File: src/rtl/stack_arb_ctrl.sv
// -----------------------------------------------------------------------------
// stack_arb_ctrl
//   Two-requester arbiter in front of a LIFO stack of 8-bit entries kept in an
//   external single-port SRAM. One operation is in flight at a time: IDLE picks
//   a winner, ACCESS drives the SRAM (or rejects the operation), READ captures
//   pop data, and DONE pulses completion.
//
//   Compile-time option:
//     STACK_ARB_FIXED_PRIO_EN  defined   -> fixed priority, A over B
//                              undefined -> round-robin on ties (A wins the
//                                           first tie after reset)
//
// Ports
//   clk, rst                   clock; asynchronous active-low reset
//   req_a/b, op_a/b, wdata_a/b request, op (1 = push, 0 = pop), push data
//   gnt_a/b                    one-cycle grant pulse (ACCESS cycle)
//   done, err                  completion pulse; err marks a rejected op
//   rdata                      last successfully popped byte
//   sram_ce/we/addr/wdata      SRAM command; sram_rdata arrives one cycle later
//   empty, full                stack pointer status
// -----------------------------------------------------------------------------
module stack_arb_ctrl #(
  parameter int DEPTH = 1024,
  parameter int AW    = 10
) (
  input  logic          clk,
  input  logic          rst,
  input  logic          req_a,
  input  logic          req_b,
  input  logic          op_a,
  input  logic          op_b,
  input  logic [7:0]    wdata_a,
  input  logic [7:0]    wdata_b,
  output logic          gnt_a,
  output logic          gnt_b,
  output logic          done,
  output logic          err,
  output logic [7:0]    rdata,
  output logic          sram_ce,
  output logic          sram_we,
  output logic [AW-1:0] sram_addr,
  output logic [7:0]    sram_wdata,
  input  logic [7:0]    sram_rdata,
  output logic          empty,
  output logic          full
);

  typedef enum logic [1:0] {
    S_IDLE   = 2'd0,
    S_ACCESS = 2'd1,
    S_READ   = 2'd2,
    S_DONE   = 2'd3
  } state_t;

  localparam logic [AW:0] SP_FULL = (AW+1)'(DEPTH);

  state_t      state_q, state_d;
  logic [AW:0] sp_q;        // 0..DEPTH, one extra bit so full never wraps
  logic        win_b_q;     // latched winner: 1 = B
  logic        op_q;        // latched operation
  logic        err_q;       // latched rejection, reported in DONE

  logic        any_req;
  logic        pick_b;
  logic        sel_op;
  logic [7:0]  sel_data;
  logic        sel_rej;
  logic        rej;

  assign empty   = (sp_q == '0);
  assign full    = (sp_q == SP_FULL);
  assign any_req = req_a | req_b;

`ifdef STACK_ARB_FIXED_PRIO_EN
  assign pick_b = ~req_a;
`else
  logic last_b_q;           // last served requester: 1 = B

  // Only B requesting, or a tie where A was served last.
  assign pick_b = req_b & (~req_a | ~last_b_q);

  always_ff @(posedge clk or negedge rst) begin
    if (!rst) begin
      last_b_q <= 1'b1;     // so A wins the first tie
    end else if (state_q == S_ACCESS) begin
      last_b_q <= win_b_q;  // rejected operations still count as served
    end
  end
`endif

  assign sel_op   = pick_b ? op_b    : op_a;
  assign sel_data = pick_b ? wdata_b : wdata_a;
  // sp is stable between IDLE and ACCESS, so the rejection decided here for
  // the SRAM address/data registers matches the one taken in ACCESS.
  assign sel_rej  = sel_op ? full : empty;
  assign rej      = op_q   ? full : empty;

  // ---------------------------------------------------------------------------
  // FSM: state register
  // ---------------------------------------------------------------------------
  // NOTE: sequential state uses non-blocking assignments so every register
  // samples pre-edge values regardless of block ordering.
  always_ff @(posedge clk or negedge rst) begin
    if (!rst) state_q <= S_IDLE;
    else      state_q <= state_d;
  end

  // ---------------------------------------------------------------------------
  // FSM: next state
  // ---------------------------------------------------------------------------
  // NOTE: every combinational output gets a default first so no path leaves
  // it unassigned, which would infer a latch.
  always_comb begin
    state_d = state_q;
    unique case (state_q)
      S_IDLE:   if (any_req) state_d = S_ACCESS;
      S_ACCESS: state_d = (!op_q && !rej) ? S_READ : S_DONE;
      S_READ:   state_d = S_DONE;
      S_DONE:   state_d = S_IDLE;
      default:  state_d = S_IDLE;
    endcase
  end

  // ---------------------------------------------------------------------------
  // FSM: outputs (decoded from state so reset drops the SRAM strobes at once)
  // ---------------------------------------------------------------------------
  always_comb begin
    gnt_a   = 1'b0;
    gnt_b   = 1'b0;
    sram_ce = 1'b0;
    sram_we = 1'b0;
    done    = 1'b0;
    err     = 1'b0;
    unique case (state_q)
      S_ACCESS: begin
        gnt_a   = ~win_b_q;
        gnt_b   =  win_b_q;
        sram_ce = ~rej;
        sram_we = ~rej & op_q;
      end
      S_DONE: begin
        done = 1'b1;
        err  = err_q;
      end
      default: ;
    endcase
  end

  // ---------------------------------------------------------------------------
  // Datapath
  // ---------------------------------------------------------------------------
  // sram_addr/sram_wdata are loaded when the winner is latched, so they are
  // valid throughout ACCESS and hold their last value otherwise. The push data
  // lives only in sram_wdata; a rejected push leaves it untouched.
  always_ff @(posedge clk or negedge rst) begin
    if (!rst) begin
      sp_q       <= '0;
      rdata      <= '0;
      win_b_q    <= 1'b0;
      op_q       <= 1'b0;
      err_q      <= 1'b0;
      sram_addr  <= '0;
      sram_wdata <= '0;
    end else begin
      unique case (state_q)
        S_IDLE: begin
          if (any_req) begin
            win_b_q <= pick_b;
            op_q    <= sel_op;
            if (!sel_rej) begin
              if (sel_op) begin
                sram_addr  <= sp_q[AW-1:0];
                sram_wdata <= sel_data;
              end else begin
                sram_addr  <= AW'(sp_q - 1'b1);
              end
            end
          end
        end
        S_ACCESS: begin
          err_q <= rej;
          if (!rej && op_q) sp_q <= sp_q + 1'b1;
        end
        S_READ: begin
          rdata <= sram_rdata;
          sp_q  <= sp_q - 1'b1;
        end
        default: ;
      endcase
    end
  end

endmodule
File: config.mk
export PLATFORM = sky130hd
export DESIGN_NAME = stack_arb_ctrl
export DESIGN_NICKNAME = d
export VERILOG_FILES = /design/src/rtl/stack_arb_ctrl.sv
export SDC_FILE = /design/constraint.sdc
export NUM_CORES = 1
export LEC_CHECK = 0
export ABC_AREA = 1
export CORE_MARGIN = 2
export CORE_UTILIZATION = 43
export DETAILED_ROUTE_END_ITERATION = 7
export PLACE_DENSITY_LB_ADDON = 0.3
export SYNTH_ARGS = -nofsm -noshare
export SYNTH_HDL_FRONTEND = slang
export SYNTH_SLANG_ARGS = --single-unit
File: constraint.sdc
create_clock -name clk -period 2.47 [get_ports clk]
set_clock_uncertainty 0.1 [all_clocks]
set_input_delay 0.6175 -clock clk [delete_from_list [all_inputs] [get_ports clk]]
set_output_delay 0.6175 -clock clk [all_outputs]
set_load 0.1 [all_outputs]
=== Word-level counts from Yosys, hierarchy flattened ===
Cells that the tools add are included.

* Add/sub/neg operators: 2
* Multipliers: 0
* Div/mod/pow operators: 0
* $lt $le $gt $ge: 0
* Eq/ne operators: 6
* Shift-type cells: 0
* Muxes and demuxes: 16
* Bitwise gates (word level): 9
* Reductions and logical operators: 11

{| class="wikitable"
|+ Operators with widths
! cell !! count
|-
| $pmux 11 s2 || 1
|-
| $add 11x1->11 const B || 1
|-
| $eq 11x11->1 const B || 1
|-
| $logic_not 11->1 || 1
|-
| $mux 11 || 1
|-
| $sub 11x1->11 const B || 1
|-
| $mux 1 || 10
|-
| $mux 10 || 1
|-
| $mux 8 || 1
|-
| $pmux 2 s4 || 1
|-
| $not 1->1 || 5
|-
| $eq 2x2->1 const B || 2
|-
| $reduce_and 2->1 || 2
|-
| $reduce_and 4->1 || 1
|-
| $reduce_and 3->1 || 1
|-
| $and 1x1->1 || 2
|-
| $eq 2x1->1 const B || 1
|-
| $logic_and 1x1->1 || 2
|-
| $logic_not 1->1 || 2
|-
| $logic_not 2->1 || 1
|-
| $mux 2 || 1
|-
| $ne 2x1->1 const B || 1
|-
| $ne 2x2->1 const B || 1
|-
| $or 1x1->1 || 2
|-
| $reduce_bool 2->1 || 1
|}

* Bits in registers: 43
* Bits in latches: 0
* Bits in writable memories: 0
* Bits in read-only memories: 0
* Input bits: 30
* Word-level logic and storage cells: 53
* Memories kept: 0

=== Depth between registers and ports, before layout ===
Gate-level depths: netlist (run 1).

* Depth after elaboration: 7
* Gate-level depth with buffers: 11

=== Worst setup path before layout (run 1) ===
No wires, ideal clock.

* Path type: flip-flop to output port
* Start: register sp_q[0]
* End: output port sram_ce
* Data arrival time: 3188 ps
* Required time: 1752 ps
* Path slack: -1436 ps
* Stages on the path, launching flop included: 8
* Path buffers: 0
* Cell sequence: dfrtp_1 -> inv_1 -> ha_1 -> nand3_4 -> nor2_4 -> nand2_1 -> nand2_1 -> o21ai_0

* Longest elaborated chain between the ends: 4
* Elaborated cells between the ends (all ways): 5
* Classes of those cells: 1 x eq/ne; 2 x mux; 1 x bitwise; 1 x reduce/logical

{| class="wikitable"
|+ RTL lines
! what !! RTL line !! text
|-
| start, declared || 58 || <nowiki>logic [AW:0] sp_q;</nowiki>
|-
| start signal, assigned || 182 || <nowiki>if (!rej && op_q) sp_q <= sp_q + 1'b1;</nowiki>
|-
| start signal, assigned || 186 || <nowiki>sp_q <= sp_q - 1'b1;</nowiki>
|-
| $eq 11x11->1 or $logic_not 11->1 (tied branches) || 71, 70 ||
|-
| $mux 1 (*) || 96 || <nowiki>assign rej = op_q ? full : empty;</nowiki>
|-
| $not 1->1 (*) || 138 || <nowiki>sram_ce = ~rej;</nowiki>
|-
| $mux 1 (*) || 134 || <nowiki>unique case (state_q)</nowiki>
|-
| end, declared || 39 || <nowiki>output logic sram_ce,</nowiki>
|}

Every way passes the cells marked *; elsewhere a longest branch is shown, timed or not.

=== Worst setup path after layout (run 1) ===
* Start: register sp_q[1]
* End: output port sram_ce

Same word-level chain as after synthesis.

==> results by group, run 1 <==
STA
  – Minimum clock period: 2405 ps
  – WHS: 184.7 ps
  – Maximum clock rate: 415.8 MHz
  – Rel. slew slack: 65.70%
  – Tightest Pin Transition: 514.5 ps
  – Endpoints failing hold: 0
  – Final setup viols: 0
  – Max-slew violations: 0
  – Final period util: 97.37%

Detailed routing
  – Post-route DRC violation count: 0
  – ANT nets after route: 0
  – Routed WL per cell: 12.43 um
  – Total Wirelength: 6114 um
  – DR iter-0 viols: 156
  – Vias/cell: 4.911
  – Pre-Repair DR Iteration Count: 5
  – DR vias: 2416

Finish
  – Commonest non-fill, non-tap cells in the layout: nand2_1, dfrtp_1, buf_4
  – Multi-input gate area: 1378 um^2
  – Nets: 453
  – FF/Latch Area: 1079 um^2
  – Area growth syn-to-layout: 34.72%
  – Layout cell share with drive strength beyond 1: 22.54%
  – Filler cell count: 543
  – Ant diodes: 0
  – Commonest non-fill, non-tap cell in the layout: nand2_1

Floorplan
  – Die area: 6724 um^2
  – Die Span Y: 82 um
  – Die Width: 82 um
  – I/O pin cnt: 64
  – FP Rows: 28
  – Initial core utilization: 44.45%
  – Core Area: 5886 um^2

Synth
  – Post-Syn Area per Cell: 7.605 um^2
  – Sequential share of the synthesized area: 41.18%
  – Yosys reg bits: 43
  – Cell count after synthesis: 344
  – Leading area contributor after synthesis: dfrtp_1
  – Yosys warning count: 0
  – Xor/xnor share of the synthesized area: 2.009%
  – Top_reg_cell synth: dfrtp_1
  – Synth Area in Simple Gates: 35.01%
  – Largest family of logic cells by synthesized area: simple AND/OR/NAND/NOR gates
  – EDFF count, synth: 0
  – Post-synthesis mux area share: 3.061%
  – Yosys cell types: 28
  – Mapped cell area: 2616 um^2
  – Adder-Cell Fraction of Synth Area: 3.348%
  – Area contributors post-synth: dfrtp_1, nand2_1, nand3_1
  – Compound-gate portion of the synthesized area: 8.130%
  – Syn nets: 381
  – Top cell type's share of synthesized area: 40.17%
  – Asr flop ratio synth: 100.0%

Clocking
  – Clock Path Buffers: 2
  – TritonCTS Buffers: 5
  – Hold buffers post-CTS: 0
  – Worst-path clk slew: 90 ps
  – CTS sink cnt: 43
  – H-tree depth: 2
  – CTS tree: built
  – Clock Root Buffer: clkbuf_8
  – Worst skew pair latency: 300 ps

Setup path
  – WP data arrival: 1690 ps
  – R2r endpoint: sp_q[10]
  – Worst EP required: 1750 ps
  – Reg2reg start: sp_q[1]
  – Slowest cell on crit path: dfrtp_1
  – Worst Setup SP: sp_q[1]
  – Crit path max fanout: 3
  – Critical Path Start Type: flop
  – Setup CP Type: flop to output pin
  – Crit. End Element: output pin
  – Slowest stage delay, CP: 410 ps
  – Worst-path cell chain: inv_2 > ha_4 > nand3_4 > nor2_4 > nand2_4 > nand2_4 > o21ai_2 > buf_12
  – Worst Reg-to-Reg Cells: 12
  – Register-to-register setup slack: 580 ps
  – Cell mode on critical path: nand2_4
  – CP endpoint: sram_ce

GRT
  – GRT met1 Usage: 25.95%
  – Global-route wire length before repair: 10290 um
  – Largest net degree at the start of global routing: 24
  – Grt peak-use layer: met2
  – Met3 usage: 3.846%
  – Met2 Track Usage GR: 32.36%
  – Vias in the first global route: 2269
  – GRT Resource Usage Total: 19.79%
  – Initial antenna violation count: 0
  – GRT overflow: 0

Run status
  – Outcome: finished, final reports clean

Worst hold path
  – Hold/Removal Path Class: input port to asynchronous set/reset pin

Job
  – Maxcap violations: 0

Placement
  – HPWL Detailed: 4557 um
  – GP Congestion: 0.9028
  – IO Port Bufs: 63
==> logic make-up after synthesis <==
kind of cell	Yosys count
and+or+nand+nor	204
muxes	8
AOI/OAI and AO/OA	36
adders and majority gates	7
xor gates and xnor gates	6
buffers and inverters	40
DFF	43
==> layout make-up <==
cell class | instances | share of cell area, %
clock buffers | 6 | 2.343
clock inverters | 2 | 1.100
inverters | 32 | 3.550
multi-input cells | 261 | 39.08
flip-flops and latches | 43 | 30.60
well taps | 75 | 2.662
repair buffers | 73 | 20.66
==> synthesized netlist by cell type (2+ instances only) <==
cell type  instances
nor2_2             3
o21ai_1            9
mux2i_1            8
nand3_2            3
o21ai_0           17
buf_6              3
nor2_1            23
clkbuf_1           2
xor2_1             6
o21ai_2            8
nand2_4            8
inv_2              4
dfrtp_1           42
inv_1             27
nand2_1          139
ha_1               7
nor2_4             2
nand3_1           23
==> flip-flops by register name (all words and copies together), names as in the netlist <==
name,flops
sram_wdata,8
last_b_q,1
rdata,8
sram_addr,10
op_q,1
err_q,1
sp_q,11
state_q,2
win_b_q,1
==> per-layer routing <==
layer | up-vias | wire length, um
met1 | 1121 | 2739
met3 | 7 | 264
met4 | 0 | 76
met5 | - | 0
li1 | 1232 | -
met2 | 56 | 3035
==> worst min path at each step <==
stage                   from       end  slack, ps  cells past startpoint
floorplan                rst     err_q        220                      0
global placement    rdata[4]  rdata[4]        360                      2
detailed placement  last_b_q  last_b_q        360                      2
CTS                      rst   sp_q[6]        200                      1
global route             rst   sp_q[6]        210                      1
finish                   rst   sp_q[4]        180                      1
==> critical path: cells and delay by family (launching register included) <==
| family | cells | cell delay, ps |
|---|---|---|
| fa+ha+maj | 1 | 160 |
| buf+inv | 2 | 270 |
| compound gates | 1 | 80 |
| simple gates | 4 | 450 |
| flops | 1 | 410 |
==> timing repair <==
item | 4_1_cts | 5_1_grt
endpoints found under the setup margin | 4 | 3
pin swaps | 0 | 3
setup buffers | 2 | 3
resized for setup | 4 | 4
==> per-stage QoR <==
| step | std cells | util [%] | cell area, um^2 | TNS, ps | setup WS (ps) |
|---|---|---|---|---|---|
| after floorplan | 344 | - | 2625 | -122.2 | -122.2 |
| after global placement | 479 | 56.82 | 3344 | 0 | 127.4 |
| after detailed placement | 479 | 56.82 | 3344 | 0 | 151.4 |
| after CTS | 489 | 59.35 | 3493 | 0 | 31.21 |
| after global routing | 492 | 59.89 | 3525 | -10.40 | -10.40 |
| final | 492 | 59.89 | 3525 | 0 | 64.85 |
Power of run 1 is not shown: default switching activity piles up to over one toggle a cycle in this logic, so the estimate is an artifact.
==> run 2, diff against run 1 <==
- CELL_PAD_IN_SITES_DETAIL_PLACEMENT: default -> 0
- CELL_PAD_IN_SITES_GLOBAL_PLACEMENT: default -> 1
- CORE_UTILIZATION: 43 -> 36
- CTS_CLUSTER_DIAMETER: default -> 30
- MAX_ROUTING_LAYER: default -> met4
==> run 2 against run 1 <==
  * Die area rose by 18%
  * Setup slack got worse by 19 ps
  * Global-route usage fell by 2.8 points
  * Register-to-register slack barely moved
  * Via count fell by 2.5%
  * Cell area rose by 0.60%
  * Non-clock buffer count rose by 2
  * Cell count rose by 5.3%
  * Critical path type unchanged
==> results by group, run 2 (synthesis results as in run 1) <==
Setup path
  – Crit. End Element: output pin
  – Crit path max fanout: 3
  – Worst EP required: 1750 ps
  – Setup CP Type: flop to output pin
  – Worst path bufs/invs: 2
  – Worst-path cell chain: inv_2 > ha_4 > nand3_4 > nor2_4 > nand2_2 > nand2_2 > o21ai_4 > buf_12
  – Critical Path Start Type: flop
  – Worst Setup SP: sp_q[0]
  – Cell mode on critical path: nand2_2
  – Slowest cell on crit path: dfrtp_1
  – Crit path max-delay family: simple AND/OR/NAND/NOR gates
  – Reg2reg start: sp_q[0]
  – Slowest stage delay, CP: 410 ps
  – WP data arrival: 1710 ps

Detailed routing
  – Post-route DRC violation count: 0
  – Metal3 WL: 170 um
  – Uppermost routed layer: met4
  – Total Wirelength: 6314 um
  – Vias/cell: 4.548
  – Pre-Repair DR Iteration Count: 4
  – DR iter-0 viols: 134
  – ANT nets after route: 0
  – DR vias: 2356
  – Met2 WL post-DR: 3041 um
  – Routed WL per cell: 12.19 um
  – WL met1: 3053 um

Finish
  – Layout Utilization: 49.68%
  – Number of flip-flops in the largest register: 11
  – Layout cell share with drive strength beyond 1: 22.91%
  – Largest regs: sp_q: 11 flops, sram_addr: 10 flops
  – Ant diodes: 0
  – Commonest non-fill, non-tap cell in the layout: nand2_1
  – Filler cell count: 742
  – Nets: 455
  – Area growth syn-to-layout: 35.53%
  – Commonest non-fill, non-tap cells in the layout: nand2_1, dfrtp_1, buf_4
  – Biggest register: sp_q

STA
  – Final period util: 98.14%
  – Fin Setup TNS: 0 ps
  – Maximum clock rate: 412.5 MHz
  – Final setup viols: 0
  – RSZ-0062 raised after global routing: true
  – Rel. slew slack: 62.30%
  – Minimum clock period: 2424 ps
  – Endpoints failing hold: 0
  – Max-slew violations: 0
  – Tightest Pin Transition: 565.5 ps

Run status
  – Outcome: finished, final reports clean

Floorplan
  – Initial core utilization: 36.66%
  – Die area: 7966 um^2
  – FP Rows: 31
  – Core Area: 7137 um^2
  – Die Span Y: 89.25 um
  – I/O pin cnt: 64
  – Die Width: 89.25 um

Clocking
  – CTS tree: built
  – TritonCTS Buffers: 5
  – Clock Root Buffer: clkbuf_8
  – H-tree depth: 2
  – CTS sink cnt: 43
  – Worst-path clk slew: 100 ps
  – Clock Path Buffers: 2
  – Worst skew pair latency: 300 ps

GRT
  – Initial antenna violation count: 0
  – GRT overflow: 0
  – Global-route wire length before repair: 10210 um
  – Vias in the first global route: 2221
  – Largest net degree at the start of global routing: 44
  – GRT Resource Usage Total: 16.96%

Job
  – Maxcap violations: 0

Placement
  – IO Port Bufs: 63
  – HPWL Detailed: 4743 um
  – GP Congestion: 0.8132

Worst hold path
  – Hold/Removal Path Class: input port to asynchronous set/reset pin
-- run 2: final timing paths --
kind	endpoint	slack, ps	depth (start not counted)
min reg2reg	last_b_q	370	2
min in group clk	last_b_q	370	2
min	sp_q[4]	290	2
max	sram_ce	50	8
max in group asynchronous	sp_q[2]	1570	2
max reg2reg	sp_q[1]	580	10
-- run 2: per-layer routing --
layer  vias up  global-route usage (%)
li1       1225                       -
met1      1092                   22.99
met4         0                   3.256
met3         4                   3.047
met2        35                   26.87
met5         -                       -
-- run 2: cell type report --
class	count	area, um^2	area share, %
Tap cell	99	123.9	3.493
Clock inverter	3	23.77	0.6704
Sequential cell	43	1079	30.42
Multi-Input combinational cell	261	1395	39.34
Inverter	32	125.1	3.529
Timing Repair Buffer	75	730.7	20.61
Clock buffer	5	68.82	1.941
-- run 2: through the flow --
stage          std cells  hold WS (ps)  instance area, um^2  setup slack (ps)
6_report             518         288.7                 3546             45.84
2_1_floorplan        344         221.9                 2625            -122.2
3_5_place_dp         507         358.1                 3392             157.0
4_1_cts              517         309.0                 3513             15.09
5_1_grt              518         335.6                 3546            -22.34
3_3_place_gp         507         357.0                 3392             149.9
-- run 2: repair_timing --
action                     in CTS  in global routing
hold buffers                    0                  0
pin swaps                       2                  3
resized for setup               5                  5
hold endpoints to repair        0                  0
setup buffers                   2                  1
setup endpoints to repair       4                  2
Power of run 2 is left out for the same reason.
==> run 3, diff against run 2 <==
- CORE_MARGIN: 2 -> default
- TNS_END_PERCENT: default -> 10
==> run 3 against run 2 <==
  * Critical path depth unchanged
  * First-iteration DRC count down 4.5%
  * Die area down 4.4%
==> results by group, run 3 (synthesis results as in run 1) <==
Run status
  – Outcome: finished, final reports clean

Floorplan
  – Initial core utilization: 37.88%
  – Die Width: 87.25 um
  – Core Area: 6907 um^2
  – I/O pin cnt: 64
  – Die area: 7613 um^2
  – Die Span Y: 87.25 um
  – FP Rows: 30

Clocking
  – H-tree depth: 2
  – CTS sink cnt: 43
  – CTS tree: built
  – Hold buffers post-CTS: 0
  – Worst-path clk slew: 80 ps
  – Clock Root Buffer: clkbuf_8
  – Clock Path Buffers: 2
  – TritonCTS Buffers: 5
  – Worst skew pair latency: 290 ps

Finish
  – Largest regs: sp_q: 11 flops, sram_addr: 10 flops
  – Layout Utilization: 51.21%
  – Area growth syn-to-layout: 35.20%
  – Commonest non-fill, non-tap cell in the layout: nand2_1
  – Biggest register: sp_q
  – Ant diodes: 0
  – Commonest non-fill, non-tap cells in the layout: nand2_1, dfrtp_1, buf_4
  – Layout cell share with drive strength beyond 1: 22.78%
  – Nets: 453
  – Number of flip-flops in the largest register: 11

STA
  – RSZ-0062 raised after global routing: false
  – Tightest Pin Transition: 509.7 ps
  – Rel. slew slack: 66.02%
  – Max-slew violations: 0
  – Final setup viols: 0
  – Endpoints failing hold: 0
  – Minimum clock period: 2381 ps
  – Maximum clock rate: 420.0 MHz
  – Final period util: 96.39%

GRT
  – Global-route wire length before repair: 10410 um
  – GRT overflow: 0
  – Largest net degree at the start of global routing: 22
  – GRT Resource Usage Total: 18.17%
  – Vias in the first global route: 2273
  – Initial antenna violation count: 0

Detailed routing
  – Pre-Repair DR Iteration Count: 4
  – ANT nets after route: 0
  – Routed WL per cell: 12.13 um
  – Vias/cell: 4.692
  – DR vias: 2407
  – Post-route DRC violation count: 0
  – Total Wirelength: 6222 um
  – DR iter-0 viols: 128

Setup path
  – Worst Reg-to-Reg Cells: 11
  – Crit path max fanout: 4
  – R2r endpoint: sram_addr[7]
  – Register-to-register setup slack: 610 ps
  – Slowest cell on crit path: dfrtp_2
  – Worst-path cell chain: inv_4 > ha_4 > nand3_4 > nor2_4 > nand2_4 > nand2_4 > o21ai_2 > buf_12
  – Slowest stage delay, CP: 430 ps
  – Reg2reg start: state_q[0]
  – Setup CP Type: flop to output pin
  – Crit. End Element: output pin
  – Critical Path Start Type: flop
  – Cell mode on critical path: nand2_4
  – WP data arrival: 1660 ps
  – Worst EP required: 1750 ps

Placement
  – GP Congestion: 0.8286
  – HPWL Detailed: 4711 um
  – IO Port Bufs: 63

Worst hold path
  – Hold/Removal Path Class: input port to asynchronous set/reset pin

Job
  – Maxcap violations: 0
[run 3: per-layer routing]
metal,vias to the layer above,track usage [%],share of wire [%]
li1,1227,-,-
met1,1144,23.14,48
met2,30,29.12,48
met3,6,3.791,3.2
met4,0,5.365,1.1
met5,-,-,0
[run 3: critical path: cells and delay by family (launching register included)]
family | cells | cell delay, ps
and+or+nand+nor | 4 | 450
DFF | 1 | 430
AOI/OAI and AO/OA | 1 | 80
buffers and inverters | 2 | 250
adders and majority gates | 1 | 160
[run 3: how the worst max path moves through the flow]
stage                from  slack [ps]  endpoint
4_1_cts           sp_q[0]         0.6   sram_ce
3_3_place_gp      sp_q[0]         130   sram_ce
3_5_place_dp      sp_q[0]         150   sram_ce
5_1_grt           sp_q[0]           6   sram_ce
6_report          sp_q[0]          90   sram_ce
2_1_floorplan  state_q[0]        -170       err
[run 3: timing repair]
| action | CTS | global route |
|---|---|---|
| setup buffers | 2 | 2 |
| endpoints found under the setup margin | 4 | 2 |
| endpoints found under the hold margin | 0 | 0 |
| pin swaps | 0 | 2 |
| resized for setup | 5 | 6 |
[run 3: per-stage QoR]
step / instance area [um^2] / setup TNS [ps] / std cells / hold slack (ps) / setup WS [ps]
floorplan: 2623 / -295.1 / 344 / 221.9 / -172.8
global placement: 3363 / 0 / 501 / 355.8 / 129.7
detailed placement: 3363 / 0 / 501 / 357.2 / 152.7
CTS: 3510 / 0 / 511 / 191.0 / 0.5570
global route: 3537 / 0 / 513 / 216.8 / 6.070
finish: 3537 / 0 / 513 / 183.8 / 89.05
[run 3: cell type report]
cell class / count / area, um^2
Clock buffer: 6 / 82.58
Timing Repair Buffer: 73 / 715.7
Clock inverter: 2 / 35.03
Sequential cell: 43 / 1081
Fill cell: 722 / 3369
Tap cell: 96 / 120.1
Inverter: 32 / 127.6
Multi-Input combinational cell: 261 / 1375
Power of run 3 is left out for the same reason.
